===== src/rtl/hazard_ctrl.sv =====
`default_nettype none
// ============================================================================
// Module   : hazard_ctrl
// Purpose  : Hazard and sequencing controller for the D/X/W integer pipeline.
//            Keeps shadow copies of the X- and W-stage destinations and uses
//            them to produce operand forwarding selects, load-use stalls,
//            memory-wait freezes and branch-redirect flushes.
// Ports    : clk, rst_n            - clock, async active-low reset
//            d_*                   - decode-stage instruction fields
//            x_redirect            - taken branch/jump resolved in X
//            mem_ready             - load data valid for the W-stage load
//            f_stall, d_stall      - hold F / D registers
//            x_bubble              - insert a bubble into X at the next edge
//            d_flush               - kill the instruction in D/F
//            fwd_op1_sel/op2_sel   - 0 = regfile, 1 = X result, 2 = W result
//            stall_cnt             - saturating count of stall cycles
// Revision : 1.0 - initial release
// ============================================================================
module hazard_ctrl #(
    parameter int NREG_BITS = 5,
    parameter int CNT_BITS  = 16
) (
    input  logic                 clk,
    input  logic                 rst_n,
    input  logic                 d_valid,
    input  logic [NREG_BITS-1:0] d_rs1,
    input  logic [NREG_BITS-1:0] d_rs2,
    input  logic                 d_rs1_used,
    input  logic                 d_rs2_used,
    input  logic [NREG_BITS-1:0] d_rd,
    input  logic                 d_rd_we,
    input  logic                 d_is_load,
    input  logic                 x_redirect,
    input  logic                 mem_ready,
    output logic                 f_stall,
    output logic                 d_stall,
    output logic                 x_bubble,
    output logic                 d_flush,
    output logic [1:0]           fwd_op1_sel,
    output logic [1:0]           fwd_op2_sel,
    output logic [CNT_BITS-1:0]  stall_cnt
);

    localparam logic [CNT_BITS-1:0] C_CNT_MAX = {CNT_BITS{1'b1}};
    localparam logic [CNT_BITS-1:0] C_CNT_ONE = {{(CNT_BITS-1){1'b0}}, 1'b1};

    // Shadow slots for the instructions currently in X and W.
    logic                 r_x_valid, r_x_we, r_x_is_load;
    logic [NREG_BITS-1:0] r_x_rd;
    logic                 r_w_valid, r_w_we, r_w_is_load;
    logic [NREG_BITS-1:0] r_w_rd;
    logic [CNT_BITS-1:0]  r_stall_cnt;

    logic w_wait, w_redir, w_lu_hit;
    logic w_x_hit1, w_x_hit2, w_w_hit1, w_w_hit2;
    logic w_stall;

    // A slot "hits" a source when it is a live writer of that register.
    // r0 is stored with we=0, so it can never hit.
    assign w_x_hit1 = d_rs1_used & r_x_valid & r_x_we & (d_rs1 == r_x_rd);
    assign w_x_hit2 = d_rs2_used & r_x_valid & r_x_we & (d_rs2 == r_x_rd);
    assign w_w_hit1 = d_rs1_used & r_w_valid & r_w_we & (d_rs1 == r_w_rd);
    assign w_w_hit2 = d_rs2_used & r_w_valid & r_w_we & (d_rs2 == r_w_rd);

    // Outstanding load in W without data freezes the whole pipe.
    assign w_wait   = r_w_valid & r_w_is_load & ~mem_ready;
    assign w_lu_hit = d_valid & r_x_is_load & (w_x_hit1 | w_x_hit2);
    assign w_redir  = x_redirect & r_x_valid & ~w_wait;

    // A redirect kills the consumer, so it overrides the load-use stall.
    assign w_stall  = w_wait | (w_lu_hit & ~w_redir);

    assign f_stall  = w_stall;
    assign d_stall  = w_stall;
    assign x_bubble = ~w_wait & (w_redir | w_lu_hit);
    assign d_flush  = w_redir;

    // A load in X has no result yet, so it cannot forward; fall through to W.
    // X is checked first because it is the youngest producer.
    assign fwd_op1_sel = (w_x_hit1 & ~r_x_is_load) ? 2'd1 :
                         w_w_hit1                  ? 2'd2 : 2'd0;
    assign fwd_op2_sel = (w_x_hit2 & ~r_x_is_load) ? 2'd1 :
                         w_w_hit2                  ? 2'd2 : 2'd0;

    assign stall_cnt = r_stall_cnt;

    always_ff @(posedge clk or negedge rst_n) begin
        if (!rst_n) begin
            r_x_valid   <= 1'b0;
            r_x_we      <= 1'b0;
            r_x_is_load <= 1'b0;
            r_x_rd      <= '0;
            r_w_valid   <= 1'b0;
            r_w_we      <= 1'b0;
            r_w_is_load <= 1'b0;
            r_w_rd      <= '0;
            r_stall_cnt <= '0;
        end else begin
            if (!w_wait) begin
                r_w_valid   <= r_x_valid;
                r_w_we      <= r_x_we;
                r_w_is_load <= r_x_is_load;
                r_w_rd      <= r_x_rd;
                if (x_bubble) begin
                    r_x_valid   <= 1'b0;
                    r_x_we      <= 1'b0;
                    r_x_is_load <= 1'b0;
                    r_x_rd      <= '0;
                end else begin
                    r_x_valid   <= d_valid;
                    r_x_we      <= d_valid & d_rd_we & (d_rd != '0);
                    r_x_is_load <= d_valid & d_is_load;
                    r_x_rd      <= d_valid ? d_rd : '0;
                end
            end
            if (w_stall && (r_stall_cnt != C_CNT_MAX)) begin
                r_stall_cnt <= r_stall_cnt + C_CNT_ONE;
            end
        end
    end

endmodule
`default_nettype wire


===== config.mk =====
export PLATFORM = sky130hd
export DESIGN_NAME = hazard_ctrl
export DESIGN_NICKNAME = d
export VERILOG_FILES = /design/src/rtl/hazard_ctrl.sv
export SDC_FILE = /design/constraint.sdc
export NUM_CORES = 1
export LEC_CHECK = 0
export BUFFER_PORTS_ARGS = -buffer_cell sky130_fd_sc_hd__buf_2
export CELL_PAD_IN_SITES_DETAIL_PLACEMENT = 1
export CELL_PAD_IN_SITES_GLOBAL_PLACEMENT = 1
export CORE_UTILIZATION = 42
export DETAILED_ROUTE_END_ITERATION = 8
export GPL_TIMING_DRIVEN = 1
export MAX_ROUTING_LAYER = met4
export PLACE_DENSITY_LB_ADDON = 0.2
export SYNTH_ARGS = -nofsm -noshare
export SYNTH_HDL_FRONTEND = slang
export SYNTH_SLANG_ARGS = --single-unit

===== constraint.sdc =====
create_clock -name clk -period 4.4 [get_ports clk]
set_clock_uncertainty 0.05 [all_clocks]
set_input_delay 1.1 -clock clk [delete_from_list [all_inputs] [get_ports clk]]
set_output_delay 1.1 -clock clk [all_outputs]
set_load 0.02 [all_outputs]

==> results of run 1 <==
[registers in the layout, indices dropped and copies added, names as in the netlist]
register and count:
r_x_valid 1, r_x_rd 5, r_w_is_load 1, stall_cnt 16, r_w_we 1, r_w_valid 1
r_w_rd 5, r_x_is_load 1, r_x_we 1
[metrics by stage]
step / area, um2 / setup slack [ps] / power (mW) / utilization (%) / cells
final: 2151 / 777.1 / 0.7974 / 53.39 / 269
after floorplan: 1763 / 663.3 / 0.4378 / - / 172
after global placement: 2024 / 799.2 / 0.4877 / 50.25 / 261
after CTS: 2151 / 771.6 / 0.8067 / 53.39 / 269
after global routing: 2151 / 703.2 / 0.8351 / 53.39 / 269
after detailed placement: 2024 / 775.0 / 0.4988 / 50.25 / 261
[power by group through the flow]
stage	Clock (mW)	Combinational [mW]	Sequential, mW
after floorplan	0	0.0680	0.370
after global placement	0	0.132	0.356
after detailed placement	0	0.141	0.358
after CTS	0.312	0.142	0.353
after global routing	0.325	0.152	0.358
final	0.306	0.139	0.353
[cells by family (layout without fill, tap and decap cells)]
family                   Yosys count  after routing  synth area share (%)
XOR/XNOR                          31             31                 15.40
AND/OR/NAND/NOR                   63             63                 18.03
buffers and inverters             12             59                 3.478
flip-flops                        32             32                 45.42
AO/OA/AOI/OAI                     30             30                 15.12
multiplexers                       3              3                 1.845
adder cells (fa/ha/maj)            1              1                0.7096
[final timing paths]
check,start,slack [ps],end
min in group asynchronous,rst_n,810,r_x_rd[3]$_DFFE_PN0N_
worst min register to register,stall_cnt[10]$_DFFE_PN0P_,450,stall_cnt[10]$_DFFE_PN0P_
worst min-delay path,stall_cnt[10]$_DFFE_PN0P_,450,stall_cnt[10]$_DFFE_PN0P_
worst max register to register,r_x_rd[3]$_DFFE_PN0N_,2190,stall_cnt[14]$_DFFE_PN0P_
worst max-delay path,d_rs2[3],780,d_stall
max in group asynchronous,rst_n,3040,stall_cnt[12]$_DFFE_PN0P_
[layout make-up]
type	instances	area [um2]	share of cell area (%)
clock inverters	1	30.03	1.396
multi-input cells	128	903.4	42.00
inverters	2	7.507	0.3490
well taps	50	62.56	2.909
repair buffers	49	250.2	11.63
clock buffers	7	96.34	4.479
flip-flops and latches	32	800.8	37.23
[metal layers]
layer  track usage (%)  up-vias  part of all wire [%]
met2             39.02       50                    50
met4             8.245        0                   2.5
li1                  -      708                     -
met3             4.795       18                   4.3
met5                 -        -                     0
met1             26.38      719                    43
[placed cells by master (no fill, tap or decap), types with 6 or more instances in the layout]
cell	synthesis	final
buf_2	1	47
dfrtp_1	32	32
xnor2_1	28	28
nand2_1	25	25
and3_1	8	8
clkbuf_8	0	7
nand4_1	6	6
nand3_1	6	6
o211ai_1	6	6
a22o_1	6	6
[worst max-delay path, stage by stage]
cell,delay [ps]
buf_2,120
xor2_1,140
or4_4,580
o32ai_4,130
nand2b_1,210
buf_2,190
==> flow_metrics.py, run 1 <==
metrics = {
    "clock_tree": {
        "clk_latency_ps": 280,
        "cts.path.max_buffers": 2,
        "cts.sinks": 32,
        "hold_buffers": 0,
        "cts_resized": 0,
        "cts-buffers-inserted": 5,
        "root_buffer": "clkbuf_8",
        "htree_levels": 2,
        "path_clk_slew_ps": 60,
        "cts_tree": "done",
        "cts_setup_buffers": 0,
    },
    "drt": {
        "drtPass1Iterations": 4,
        "ant_nets": 0,
        "drt_wl_total_um": 4442,
        "routedWlPerCell_um": 16.51,
        "vias": 1495,
        "drc": 0,
        "drt_iter0_markers": 53,
        "viasPerCell": 5.558,
    },
    "floorplanning": {
        "die_x_um": 66.79,
        "rows": 23,
        "core_area_um2": 4029,
        "io_pins": 48,
        "start_util_pct": 43.76,
        "die_y_um": 66.79,
        "die-area_um2": 4460,
    },
    "power": {
        "p_comb_share_pct": 17.4,
        "p_clk_share_pct": 38.3,
        "p_leak_nw": 1.031,
        "seq_power_share_pct": 44.2,
        "switching_share_pct": 27.05,
        "p_per_area_nw_per_um2": 370.7,
        "peakVddDrop_v": 0.0002164,
        "switchingPower_uw": 215.7,
        "internal_power_uw": 581.6,
    },
    "cells_and_area": {
        "antenna_cells": 0,
        "drive_gt1_share_pct": 29.22,
        "fillers": 472,
        "nNetsFinal": 243,
        "area_delta_synth_final_pct": 22.00,
    },
    "logic_synthesis": {
        "synth_common_cells": "dfrtp_1, xnor2_1, nand2_1",
        "syn_area_um2": 1763,
        "yosysMostFrequentCell": "dfrtp_1",
        "yosysSeqAreaShare_pct": 45.42,
        "async_reset_ff_share_pct": 100.0,
        "synth_edf_count": 0,
        "ys_top_cells_by_area": "dfrtp_1, xnor2_1, nand2_1",
        "yosys_warnings": 0,
        "synth_top_area_share_pct": 45.42,
        "synthFlopType": "dfrtp_1",
        "synth.distinct_cells": 39,
        "ys_ff_latch": 32,
        "yosysTopAreaCell": "dfrtp_1",
        "syn_avg_cell_area_um2": 10.25,
        "synthCells": 172,
        "syn_nets": 197,
    },
    "sta": {
        "fmax_mhz": 276.0,
        "finalSetupViolations": 0,
        "worst_pin_slew_ps": 716.8,
        "final.setup.tns_ps": 0,
        "slew-limit-headroom_pct": 52.21,
        "whs_ps": 453.6,
        "rsz0062_at_grt": "false",
        "hold_violations": 0,
        "layout_min_cycle_time_ps": 3623,
        "slew_violations": 0,
        "finalCritPeriodShare_pct": 82.34,
    },
    "worst_setup_path": {
        "cp-end-kind": "output port",
        "path_max_fanout": 3,
        "r2r_cells": 6,
        "start_kind": "input pin",
        "critical_path_class": "in2out",
        "required_ps": 3250,
        "crit_arrival_ps": 2470,
    },
    "worst_hold_path": {
        "min_path_cells": 1,
        "hp-class": "reg2reg",
    },
    "grt": {
        "grt_usage_pct": 22.86,
        "grt_pass1_vias": 1533,
        "grt_max_degree": 33,
        "grt_pass1_wl_um": 7189,
        "overflow": 0,
        "antenna_found_initial": 0,
    },
    "outcome": {
        "status": "complete, no violations",
    },
    "place": {
        "gp_congestion": 0.7635,
        "dp_hpwl_um": 3320,
        "portBuffers": 47,
    },
    "run": {
        "maxCapViolCount": 0,
    },
}
(Power assumes the default switching activity.)
==> run 2, diff against run 1 <==
Settings changed: ABC_AREA set to 1, CORE_UTILIZATION 42 to 34.
Clock period 4.4 ns to 3.3 ns, I/O delays scaled along.
==> run 2 against run 1 <==
- setup slack got worse by 350 ps
- die area increased by 40%
- via count increased by 34%
- routed wire length increased by 30%
- total power increased by 31%
- final cell count increased by 53%
- clock power increased by 23%
- synthesized area increased by 15%
- count of clock-buffer cells in the layout decreased by 1
==> flow_metrics.py, run 2 <==
metrics = {
    "logic_synthesis": {
        "yosysMostFrequentCell": "nand2_1",
        "synth_edf_count": 0,
        "synth_common_cells": "nand2_1, dfrtp_1, inv_1",
        "syn_area_um2": 2022,
        "synthFlopType": "dfrtp_1",
        "synth.distinct_cells": 26,
        "ys_ff_latch": 32,
        "yosysSeqAreaShare_pct": 39.60,
        "yosysTopAreaCell": "dfrtp_1",
        "ys_top_cells_by_area": "dfrtp_1, nand2_1, nand3_1",
        "synthCells": 291,
        "syn_avg_cell_area_um2": 6.948,
        "async_reset_ff_share_pct": 100.0,
        "yosys_warnings": 0,
        "syn_nets": 316,
        "synth_top_area_share_pct": 39.60,
    },
    "drt": {
        "vias": 2005,
        "drt_iter0_markers": 55,
        "routedWlPerCell_um": 14.05,
        "drtPass1Iterations": 4,
        "drt_wl_total_um": 5773,
        "drc": 0,
        "ant_nets": 0,
        "viasPerCell": 4.878,
    },
    "sta": {
        "finalSetupViolations": 0,
        "worst_pin_slew_ps": 760.0,
        "layout_min_cycle_time_ps": 2873,
        "rsz0062_at_grt": "false",
        "whs_ps": 473.3,
        "slew_violations": 0,
        "slew-limit-headroom_pct": 49.33,
        "fmax_mhz": 348.1,
        "hold_violations": 0,
        "finalCritPeriodShare_pct": 87.07,
        "final.setup.tns_ps": 0,
    },
    "cells_and_area": {
        "postLayoutCellArea_um2": 2422,
        "final_common_cell": "nand2_1",
        "antenna_cells": 0,
        "largest_register_ff_count": 16,
        "nNetsFinal": 363,
        "fillers": 753,
        "layout_common_cells": "nand2_1, buf_2, inv_1, dfrtp_1, nand3_1",
        "area_delta_synth_final_pct": 19.80,
        "drive_gt1_share_pct": 20.65,
    },
    "grt": {
        "grt_usage_pct": 21.98,
        "antenna_found_initial": 0,
        "grt_pass1_wl_um": 10280,
        "grt_pass1_vias": 2143,
        "overflow": 0,
        "grt_max_degree": 33,
    },
    "clock_tree": {
        "hold_buffers": 0,
        "cts-buffers-inserted": 5,
        "htree_levels": 2,
        "root_buffer": "clkbuf_8",
        "clk_latency_ps": 280,
        "cts.sinks": 32,
        "cts.path.max_buffers": 2,
        "path_clk_slew_ps": 60,
        "cts_resized": 0,
        "cts_setup_buffers": 0,
        "cts_tree": "done",
    },
    "power": {
        "total_power_mw": 1.047,
        "peakVddDrop_v": 0.0002937,
        "p_leak_nw": 1.363,
        "p_per_area_nw_per_um2": 432.3,
    },
    "worst_setup_path": {
        "reg2reg_setup_slack_ps": 1260,
        "required_ps": 2420,
        "cp-end-kind": "output port",
        "r2r-start": "stall_cnt[0]$_DFFE_PN0P_",
        "critical_path_class": "in2out",
        "worstSetupStartpoint": "d_rs2[2]",
        "start_kind": "input pin",
        "crit_arrival_ps": 2000,
        "path_max_fanout": 9,
    },
    "worst_hold_path": {
        "hp-start": "stall_cnt[1]$_DFFE_PN0P_",
        "hp-class": "reg2reg",
    },
    "run": {
        "maxCapViolCount": 0,
    },
    "floorplanning": {
        "rows": 27,
        "die_y_um": 79.12,
        "io_pins": 48,
        "die-area_um2": 6259,
        "start_util_pct": 36.06,
        "die_x_um": 79.12,
        "core_area_um2": 5608,
    },
    "place": {
        "portBuffers": 47,
        "place_area_um2": 2315,
        "dp_hpwl_um": 4437,
        "gp_congestion": 0.7703,
    },
    "outcome": {
        "status": "complete, no violations",
    },
}
-- run 2: cell count changes in the layout (fill, tap and decap cells not counted), moves of 5 or more --
cell,previous run,this run
nor2_1,3,22
nand3_1,6,29
o21ai_0,1,13
inv_1,2,32
nand2_1,25,100
o211ai_1,6,0
xnor2_1,28,6
and3_1,8,0
xor2_1,3,9
nand4_1,6,11
a22o_1,6,0
inv_2,0,7
-- run 2: kinds of logic (layout without fill, tap and decap cells) --
group / count (synthesis) / after routing / synth area share [%]
DFF: 32 / 32 / 39.60
and+or+nand+nor: 172 / 172 / 36.94
xor gates and xnor gates: 15 / 15 / 6.498
buffers and inverters: 50 / 98 / 10.33
AOI/OAI and AO/OA: 21 / 21 / 6.003
adders and majority gates: 1 / 1 / 0.6187
-- run 2: layout make-up --
| class | count | area, um2 | share of cell area, % |
|---|---|---|---|
| multi-input cells | 209 | 1012 | 41.79 |
| flip-flops and latches | 32 | 800.8 | 33.06 |
| repair buffers | 51 | 265.3 | 10.95 |
| inverters | 39 | 146.4 | 6.043 |
| well taps | 72 | 90.09 | 3.719 |
| clock buffers | 6 | 72.57 | 2.996 |
| clock inverters | 2 | 35.03 | 1.446 |
-- run 2: layer usage --
metal  vias to the layer above  global-route usage (%)  part of all wire, %
met5                         -                       -                    0
met4                         0                   6.000                  1.1
met3                         7                   2.874                  2.3
met2                        24                   35.00                   46
met1                       956                   29.40                   50
li1                       1018                       -                    -
-- run 2: final timing paths --
check	end	cells after the start
min in group asynchronous	r_x_is_load$_DFFE_PN0N_	1
max in group asynchronous	r_w_we$_DFFE_PN0N_	1
setup reg to reg	stall_cnt[0]$_DFFE_PN0P_	11
setup / recovery	x_bubble	10
hold / removal	stall_cnt[1]$_DFFE_PN0P_	2
hold reg to reg	stall_cnt[1]$_DFFE_PN0P_	2
-- run 2: critical path: stages --
cell and delay (ps):
buf_2 100, inv_1 70, nand2_1 60, nand2_1 50, nor2_1 130, nand3_1 120
nand2_1 110, nand2_1 190, a21oi_1 170, buf_2 180
-- run 2: power by group --
| part | leakage (nW) | internal [mW] | switching [mW] | total (mW) |
|---|---|---|---|---|
| Sequential | 0.428 | 0.428 | 0.0425 | 0.471 |
| Combinational | 0.881 | 0.0718 | 0.129 | 0.201 |
| Clock | 0.0552 | 0.224 | 0.151 | 0.376 |
-- run 2: metrics by stage --
stage / worst slack (ps) / instances / utilization [%]
finish: 426.9 / 411 / 43.20
global route: 298.9 / 411 / 43.20
CTS: 403.4 / 411 / 43.20
detailed placement: 425.5 / 403 / 41.28
global placement: 486.8 / 403 / 41.28
floorplan: 533.1 / 291 / -
==> run 3, diff against run 2 <==
Settings changed: CORE_MARGIN set to 2, GPL_ROUTABILITY_DRIVEN set to 0.
==> run 3 against run 2 <==
- utilization shrank 1.3 points
- sequential cell count stayed put
- sequential power about the same
- worst hold slack improved by 4.3 ps
- register-to-register slack gained 20 ps
- clock power rose by 12%
==> flow_metrics.py, run 3 (same netlist as run 2, synthesis figures left out) <==
metrics = {
    "drt": {
        "drt_iter0_markers": 108,
        "drc": 0,
        "drtPass1Iterations": 4,
        "drt-met1-wl_um": 2917,
        "ant_nets": 0,
        "drt_wl_total_um": 5721,
        "viasPerCell": 4.877,
        "routedWlPerCell_um": 13.85,
        "wl_met2_um": 2498,
        "dr_wl_met3_um": 214,
        "top_layer": "met4",
        "vias": 2014,
    },
    "grt": {
        "antenna_found_initial": 0,
        "grt_usage_pct": 19.92,
        "overflow": 0,
        "grt_pass1_vias": 1968,
        "grt_max_degree": 33,
        "grt_pass1_wl_um": 9611,
    },
    "cells_and_area": {
        "final_common_cell": "nand2_1",
        "drive_gt1_share_pct": 20.71,
        "layout_common_cells": "nand2_1, buf_2, inv_1, dfrtp_1, nand3_1",
        "antenna_cells": 0,
        "largest_register_ff_count": 16,
        "area_delta_synth_final_pct": 20.54,
        "nNetsFinal": 362,
        "fillers": 787,
    },
    "worst_setup_path": {
        "path_max_fanout": 9,
        "start_kind": "input pin",
        "required_ps": 2420,
        "worstSetupStartpoint": "d_rs2[2]",
        "r2r-start": "stall_cnt[0]$_DFFE_PN0P_",
        "critical_path_class": "in2out",
        "crit_arrival_ps": 2010,
        "cp-end-kind": "output port",
    },
    "power": {
        "p_per_area_nw_per_um2": 447.1,
        "p_leak_nw": 1.367,
        "peakVddDrop_v": 0.0002641,
    },
    "outcome": {
        "status": "complete, no violations",
    },
    "worst_hold_path": {
        "hp-start": "r_w_rd[4]$_DFFE_PN0N_",
        "hp-class": "reg2reg",
    },
    "sta": {
        "hold_violations": 0,
        "slew-limit-headroom_pct": 48.00,
        "layout_min_cycle_time_ps": 2887,
        "slew_violations": 0,
        "finalCritPeriodShare_pct": 87.50,
        "finalSetupViolations": 0,
        "worst_pin_slew_ps": 780.0,
        "rsz0062_at_grt": "false",
        "final.setup.tns_ps": 0,
        "fmax_mhz": 346.3,
        "worst_slack_ps": 412.5,
    },
    "clock_tree": {
        "cts-buffers-inserted": 5,
        "cts_tree": "done",
        "hold_buffers": 0,
        "htree_levels": 2,
        "cts_setup_buffers": 0,
        "cts_resized": 0,
        "root_buffer": "clkbuf_8",
        "path_clk_slew_ps": 60,
        "cts.path.max_buffers": 2,
        "clk_latency_ps": 290,
        "cts.sinks": 32,
    },
    "floorplanning": {
        "start_util_pct": 34.77,
        "core_area_um2": 5816,
        "rows": 28,
        "die_y_um": 81.12,
        "die-area_um2": 6580,
        "io_pins": 48,
        "die_x_um": 81.12,
    },
    "place": {
        "preCtsSetupSlack_ps": 434.6,
        "portBuffers": 47,
        "dp_hpwl_um": 4340,
    },
    "run": {
        "maxCapViolCount": 0,
    },
}
[run 3: where the power goes]
group / total (mW) / internal [mW] / switching [mW]
clock network: 0.421 / 0.266 / 0.155
registers: 0.469 / 0.428 / 0.0409
logic: 0.199 / 0.0710 / 0.128
[run 3: worst max-delay path: stages]
cell and delay (ps):
buf_2 90, inv_1 80, nand2_1 60, nand2_1 60
nor2_1 150, nand3_1 120, nand2_1 110, nand2_1 180
a21oi_1 170, buf_2 170
[run 3: through the flow]
stage | hold slack, ps | power, mW | std cells | cell area, um2 | util (%)
after floorplan | 424.6 | 0.5949 | 291 | 2022 | -
after global placement | 451.9 | 0.6712 | 405 | 2311 | 39.74
after detailed placement | 464.3 | 0.6776 | 405 | 2311 | 39.74
after CTS | 480.3 | 1.105 | 413 | 2437 | 41.91
after global routing | 530.9 | 1.153 | 413 | 2437 | 41.91
final | 477.7 | 1.090 | 413 | 2437 | 41.91
[run 3: layout make-up]
cell class              count  area (um2)  area share [%]
clock buffers               7       96.34           3.953
clock inverters             1       30.03           1.232
inverters                  39       146.4           6.006
multi-input cells         209        1012           41.53
flip-flops and latches     32       800.8           32.85
well taps                  75       93.84           3.850
repair buffers             50       257.7           10.57
[run 3: final timing paths]
path	end	slack (ps)	cells past startpoint
min reg2reg	r_w_rd[4]$_DFFE_PN0N_	480	2
max	x_bubble	410	10
max reg2reg	stall_cnt[4]$_DFFE_PN0P_	1280	11
min	r_w_rd[4]$_DFFE_PN0N_	480	2
max in group asynchronous	r_w_is_load$_DFFE_PN0N_	2140	1
min in group asynchronous	r_w_rd[3]$_DFFE_PN0N_	560	1
[run 3: layer usage]
| metal | global-route usage, % | vias up |
|---|---|---|
| met4 | 7.288 | 0 |
| li1 | - | 1007 |
| met1 | 27.27 | 963 |
| met2 | 29.01 | 35 |
| met5 | - | - |
| met3 | 4.222 | 9 |
